### config.mk
export PLATFORM = sky130hd
export DESIGN_NAME = score_scan_display
export DESIGN_NICKNAME = d
export VERILOG_FILES = /design/src/rtl/score_pkg.sv /design/src/rtl/score_scan_display_bcd_to_seg.sv /design/src/rtl/score_scan_display.sv
export SDC_FILE = /design/constraint.sdc
export NUM_CORES = 1
export LEC_CHECK = 0
export ABC_AREA = 1
export BUFFER_PORTS_ARGS = -buffer_cell sky130_fd_sc_hd__buf_2
export CORE_MARGIN = 3
export CORE_UTILIZATION = 50
export DETAILED_ROUTE_END_ITERATION = 8
export MAX_ROUTING_LAYER = met4
export PLACE_DENSITY = 0.7
export SETUP_SLACK_MARGIN = 0.5
export SLEW_MARGIN = 25
export SYNTH_ARGS = -nofsm -noshare
export SYNTH_HDL_FRONTEND = slang
export SYNTH_SLANG_ARGS = --single-unit
### constraint.sdc
create_clock -name clk_50m -period 2 [get_ports clk_50m]
set_input_delay 0.4 -clock clk_50m [delete_from_list [all_inputs] [get_ports clk_50m]]
set_output_delay 0.4 -clock clk_50m [all_outputs]
set_load 0.05 [all_outputs]
### src/rtl/score_pkg.sv
// Shared definitions for the score counter and its multiplexed seven-segment display.
package score_pkg;

  // Game state encoding.
  typedef enum logic [1:0] {
    RUN    = 2'd0,
    PAUSED = 2'd1,
    OVER   = 2'd2
  } state_t;

  // Active-low segment patterns {dp,g,f,e,d,c,b,a} for decimal digits 0..9, dp off.
  localparam logic [7:0] SEG_DIGIT [0:9] = '{
    8'hC0, 8'hF9, 8'hA4, 8'hB0, 8'h99,
    8'h92, 8'h82, 8'hF8, 8'h80, 8'h90
  };

  // Every segment and the decimal point dark.
  localparam logic [7:0] SEG_BLANK = 8'hFF;

endpackage

### src/rtl/score_scan_display_bcd_to_seg.sv
// Combinational BCD digit to active-low seven-segment decoder; non-decimal codes go dark.
module bcd_to_seg
  import score_pkg::*;
(
  input  logic [3:0] bcd,
  output logic [6:0] seg
);

  // Table lookup; codes 10..15 fall through to the blank pattern.
  always_comb begin
    seg = SEG_BLANK[6:0];
    case (bcd)
      4'd0: seg = SEG_DIGIT[0][6:0];
      4'd1: seg = SEG_DIGIT[1][6:0];
      4'd2: seg = SEG_DIGIT[2][6:0];
      4'd3: seg = SEG_DIGIT[3][6:0];
      4'd4: seg = SEG_DIGIT[4][6:0];
      4'd5: seg = SEG_DIGIT[5][6:0];
      4'd6: seg = SEG_DIGIT[6][6:0];
      4'd7: seg = SEG_DIGIT[7][6:0];
      4'd8: seg = SEG_DIGIT[8][6:0];
      4'd9: seg = SEG_DIGIT[9][6:0];
      default: seg = SEG_BLANK[6:0];
    endcase
  end

endmodule

### src/rtl/score_scan_display.sv
// BCD game score with best-score capture and a time-multiplexed seven-segment display.
module score_scan_display
  import score_pkg::*;
#(
  parameter int DIGITS   = 4,
  parameter int SCAN_DIV = 50000,
  parameter int SAT      = 1
) (
  input  logic                  clk_50m,
  input  logic                  rst,
  input  logic                  score_tick,
  input  logic                  pause,
  input  logic                  endgame,
  input  logic                  new_game,
  input  logic                  show_best,
  output logic [4*DIGITS-1:0]   score,
  output logic [4*DIGITS-1:0]   best,
  output logic                  game_over,
  output logic [7:0]            seg,
  output logic [DIGITS-1:0]     an
);

  localparam int W     = 4 * DIGITS;
  localparam int CNT_W = (SCAN_DIV > 1) ? $clog2(SCAN_DIV) : 1;
  localparam int IDX_W = (DIGITS > 1) ? $clog2(DIGITS) : 1;

  state_t           state, state_next;
  logic [W-1:0]     score_q, score_next;
  logic [W-1:0]     best_q, best_next;
  logic [CNT_W-1:0] scan_cnt;
  logic [IDX_W-1:0] digit_idx;
  logic [W-1:0]     disp_val;
  logic [IDX_W-1:0] msd;
  logic [3:0]       cur_nib;
  logic [6:0]       seg7;
  logic             blank;
  logic             dp_on;
  logic [7:0]       seg_next;
  logic [DIGITS-1:0] an_next;
  logic [7:0]       seg_q;
  logic [DIGITS-1:0] an_q;

  // Decimal +1 with ripple carry; an all-9s score either holds or rolls to zero.
  function automatic logic [W-1:0] bcd_inc(input logic [W-1:0] v);
    logic [W-1:0] r;
    logic         carry;
    r     = v;
    carry = 1'b1;
    for (int i = 0; i < DIGITS; i++) begin
      if (carry) begin
        if (v[4*i +: 4] == 4'd9) begin
          r[4*i +: 4] = 4'd0;
        end else begin
          r[4*i +: 4] = v[4*i +: 4] + 4'd1;
          carry       = 1'b0;
        end
      end
    end
    if (carry && (SAT != 0)) r = v;
    return r;
  endfunction

  // Game FSM and score/best next values; new_game outranks endgame, which outranks pause, then tick.
  always_comb begin
    state_next = state;
    score_next = score_q;
    best_next  = best_q;
    if (new_game) begin
      state_next = RUN;
      score_next = '0;
    end else begin
      case (state)
        RUN: begin
          if (endgame) begin
            state_next = OVER;
            if (score_q > best_q) best_next = score_q;
          end else if (pause) begin
            state_next = PAUSED;
          end else if (score_tick) begin
            score_next = bcd_inc(score_q);
          end
        end
        PAUSED: begin
          if (endgame) begin
            state_next = OVER;
            if (score_q > best_q) best_next = score_q;
          end else if (!pause) begin
            state_next = RUN;
          end
        end
        OVER: begin
          state_next = OVER;
        end
        default: begin
          state_next = RUN;
        end
      endcase
    end
  end

  // Game state, score and best registers.
  always_ff @(posedge clk_50m) begin
    if (rst) begin
      state   <= RUN;
      score_q <= '0;
      best_q  <= '0;
    end else begin
      state   <= state_next;
      score_q <= score_next;
      best_q  <= best_next;
    end
  end

  // Scan prescaler and digit selector; the digit steps once per SCAN_DIV cycles.
  always_ff @(posedge clk_50m) begin
    if (rst) begin
      scan_cnt  <= '0;
      digit_idx <= '0;
    end else if (scan_cnt == CNT_W'(SCAN_DIV - 1)) begin
      scan_cnt  <= '0;
      digit_idx <= (digit_idx == IDX_W'(DIGITS - 1)) ? '0 : digit_idx + 1'b1;
    end else begin
      scan_cnt <= scan_cnt + 1'b1;
    end
  end

  // Pick the shown value, find its most significant nonzero digit and build the next segment pattern.
  always_comb begin
    disp_val = show_best ? best_q : score_q;
    msd      = '0;
    for (int i = 0; i < DIGITS; i++) begin
      if (disp_val[4*i +: 4] != 4'd0) msd = IDX_W'(i);
    end
    cur_nib  = disp_val[4*digit_idx +: 4];
    blank    = (digit_idx > msd);
    dp_on    = ((digit_idx == '0) && (state == OVER)) ||
               ((digit_idx == IDX_W'(DIGITS - 1)) && show_best);
    seg_next = {~dp_on, blank ? SEG_BLANK[6:0] : seg7};
    an_next  = ~(DIGITS'(1) << digit_idx);
  end

  bcd_to_seg u_dec (
    .bcd (cur_nib),
    .seg (seg7)
  );

  // Register the display drive so segments and anodes switch together.
  always_ff @(posedge clk_50m) begin
    if (rst) begin
      seg_q <= SEG_DIGIT[0];
      an_q  <= ~DIGITS'(1);
    end else begin
      seg_q <= seg_next;
      an_q  <= an_next;
    end
  end

  assign score     = score_q;
  assign best      = best_q;
  assign game_over = (state == OVER);
  assign seg       = seg_q;
  assign an        = an_q;

endmodule
==> impl_results.md <==
- CP required: 2.28 ns
- ANT nets after route: 0
- Hold Buf Count CTS: 0
- Final worst-path cycle share: 0.892
- Reg clk slew, reported paths: 0.08 ns
- Crit path kind: reg -> reg
- CP max FO: 5
- Mean area per synthesized cell: between 6 and 7 µm²
- GRT Util Overall: 0.241
- Hold WC Path Type: in -> reg
- Share of layout cells above drive strength 1: 0.431
- Area leader, netlist: dfxtp_1
- Number of synthesized flops with an enable pin: 0
- Minimum clock period: 1.78 ns
- RSZ-0062 raised after global routing: yes
- Die Ht: 94.0 µm
- Worst path top cell family by delay: compound AO/OA/AOI/OAI gates
- Reg2Reg Capture Point: seg[4]
- Starting Density: 0.525
- Final Net Count: approximately 720
- Wirelength, routed: 11.4 mm
- Number of buffers created by CTS: 9
- CTS tree: built
- Detailed Route Iter0 Violations: 190
- Rel. slew slack: 0.739
- Most used DFF post-synth: dfxtp_1
- Diode count: 0
- Status: complete, no violations
- Buf+Inv Stages, Crit Path: 4
- Startpoint Class: register
- First-pass GRT wire length: 16.6 mm
- Cells on worst reg2reg path: 13
- I/O pin cnt: 52
- Vias/cell: 5.29
- Mapped Nets: between 600 and 700
- Clock sinks: 64
- Routability congestion estimate: approximately 0.91
- Async SR Flop Fraction: 0
- R2r setup slk: about 0.22 ns
- Hold Crit Start: pause
- CP startpoint: score[13]
- Area Growth Syn to Fin: 44.9%
- PD cells: 1400 mW/mm²
- CTS root buf: clkbuf_8
- Top cell by count, worst path: inv_2
- CP max-delay cell: dfxtp_4
- Worst Setup End Kind: register
- Max Root-Sink Buffers: 2
- H-tree levels: 3
- Synth top area share: 0.331
- Core area: roughly 0.0074 mm²
- Clk_lat worst skew: around 0.34 ns
- Register area share after synthesis: 0.331
- Overall die area: 0.00883 mm²
- Std-Cell Rows: 31
- Remaining Overflow, GRT: 0
- Synthesized area: 0.00387 mm²
- Synth warn: 0
- CP Depth: 13
- Dpl hpwl: 7.40 mm
- Via count: 4,192
- Drc violations: 0
- CP arrival: 2.06 ns
- Antenna violations before repair: 0
- Slew Limit Fails: 0
- Worst r2r src: score[13]
- Cell Chain, Critical Path: inv_4, o21ai_4, nor2_1, and3_4, inv_2, nor2_2, ha_1, inv_1, o21ai_2, nand2_2, inv_2, a21oi_2, a21oi_1
- Routed wire per std cell: about 14 µm
- Tightest hold margin: between 0.3 and 0.4 ns
- Synth unique cells: 34
- Pre-CTS WS: -0.169 ns
- Peak supply drop: 1.32 mV
- Port Buf Inserts: 51
- Number of cells produced by synthesis: 578
- CP endpoint: seg[4]
- Pin count of the biggest net entering global routing: 29
- Final hold violation count: 0
- Max_cap viols: 0
- Fmax: 0.561 GHz
- Top cells by area, synth: dfxtp_1, nand2_1, ha_1, inv_1, a21oi_1
- Worst slew pin tran: 0.389 ns
- LEAKAGE: 2.48 nW
- Clock skew: around 0.0064 ns
- Setup violators final: 0
- Fillcell total: 543
- Number of global-route vias before repair: 3,640
- Die Width: 94.0 µm
- Flops & latches, synth: 64
- Max stage delay on crit path: roughly 0.40 ns
- Pre-Repair DR Iteration Count: 5
- Fin worst setup slack: 0.216 ns
-- cell usage after synthesis, types with 2 or more instances --
cell,number
o21ai_0,21
nor2_1,65
and3_1,3
or2_0,2
nor3b_1,2
inv_1,69
clkbuf_1,4
nor2_4,6
dfxtp_1,64
nand3b_1,3
nand4_1,6
xor2_1,6
buf_6,2
inv_2,9
nand3_2,2
buf_2,7
a31oi_1,2
ha_1,28
nor4_1,2
o21ai_1,3
nor2_2,3
o21ai_2,4
a21oi_1,49
nand2_2,8
nand2_1,147
nand3_1,47
nor3_1,7
-- worst min path at each step --
stage	cells after the start	endpoint
finish	3	state[0]
global route	3	state[0]
CTS	3	state[0]
detailed placement	1	scan_cnt[0]
global placement	1	scan_cnt[0]
floorplan	1	scan_cnt[0]
-- tightest hold or removal path: stages --
cell    delay [ns]
buf_2         0.09
inv_1         0.06
nor3_1        0.05
-- through the flow --
stage | power, mW | TNS (ns) | cell area, µm² | utilization | instances
floorplan | 4.63 | 0 | 4190 | - | 578
detailed placement | 5.46 | -0.899 | 4690 | 0.637 | 744
global placement | 5.40 | -0.680 | 4690 | 0.637 | 744
CTS | 6.72 | 0 | 5140 | 0.697 | 775
global route | 8.28 | 0 | 5610 | 0.761 | 793
finish | 7.86 | 0 | 5610 | 0.761 | 793
-- registers in the layout (all words and copies together) (netlist names) --
name       flops
best          16
scan_cnt      16
score         16
seg            8
an             4
digit_idx      2
state          2
-- placed cells by master (no fill, tap or decap), types with 7 or more instances in the layout --
cell type and n:
nand2_1 124, nor2_1 52, inv_1 51, buf_4 51, buf_2 47, nand3_1 40
dfxtp_4 31, a21oi_1 29, dfxtp_1 28, nand2_2 24, ha_1 20, inv_2 19
a21oi_2 19, nor2_4 14, o21ai_0 11, o21ai_1 9, clkbuf_8 9, buf_6 9
inv_4 8, nand2_4 8, nor2_2 8, ha_4 8, o21ai_2 7, nor3_1 7
-- cell type report --
class,instances,area [µm²],area share
multi-input cells,421,2670,0.477
flip-flops and latches,64,1400,0.250
repair buffers,114,880,0.157
inverters,79,319,0.0569
clock buffers,11,174,0.0310
well taps,99,124,0.0221
clock inverters,5,33.8,0.00602
-- repair_timing --
action                                  4_1_cts  5_1_grt
gates resized for setup                      44       77
cloned                                        1        5
endpoints found under the setup margin       51       58
setup buffers                                14       13
pin swaps                                    23       43
-- layer usage --
metal	track usage	wire length [µm]
met1	0.304	4990
met3	0.0457	674
met5	-	0
met2	0.396	5530
met4	0.0698	233
-- where the power goes --
part	total, mW	internal [mW]	switching (mW)
sequential	1.68	1.50	0.181
clock	1.16	0.604	0.552
combinational	5.02	2.07	2.95
-- cells by family after synthesis --
| logic type | after synthesis | synth area share |
|---|---|---|
| xor+xnor | 6 | 0.0136 |
| fa+ha+maj | 28 | 0.0905 |
| simple gates | 304 | 0.351 |
| flops | 64 | 0.331 |
| buf+inv | 94 | 0.101 |
| compound gates | 82 | 0.113 |
No activity file was read; power rests on OpenSTA's default activity.
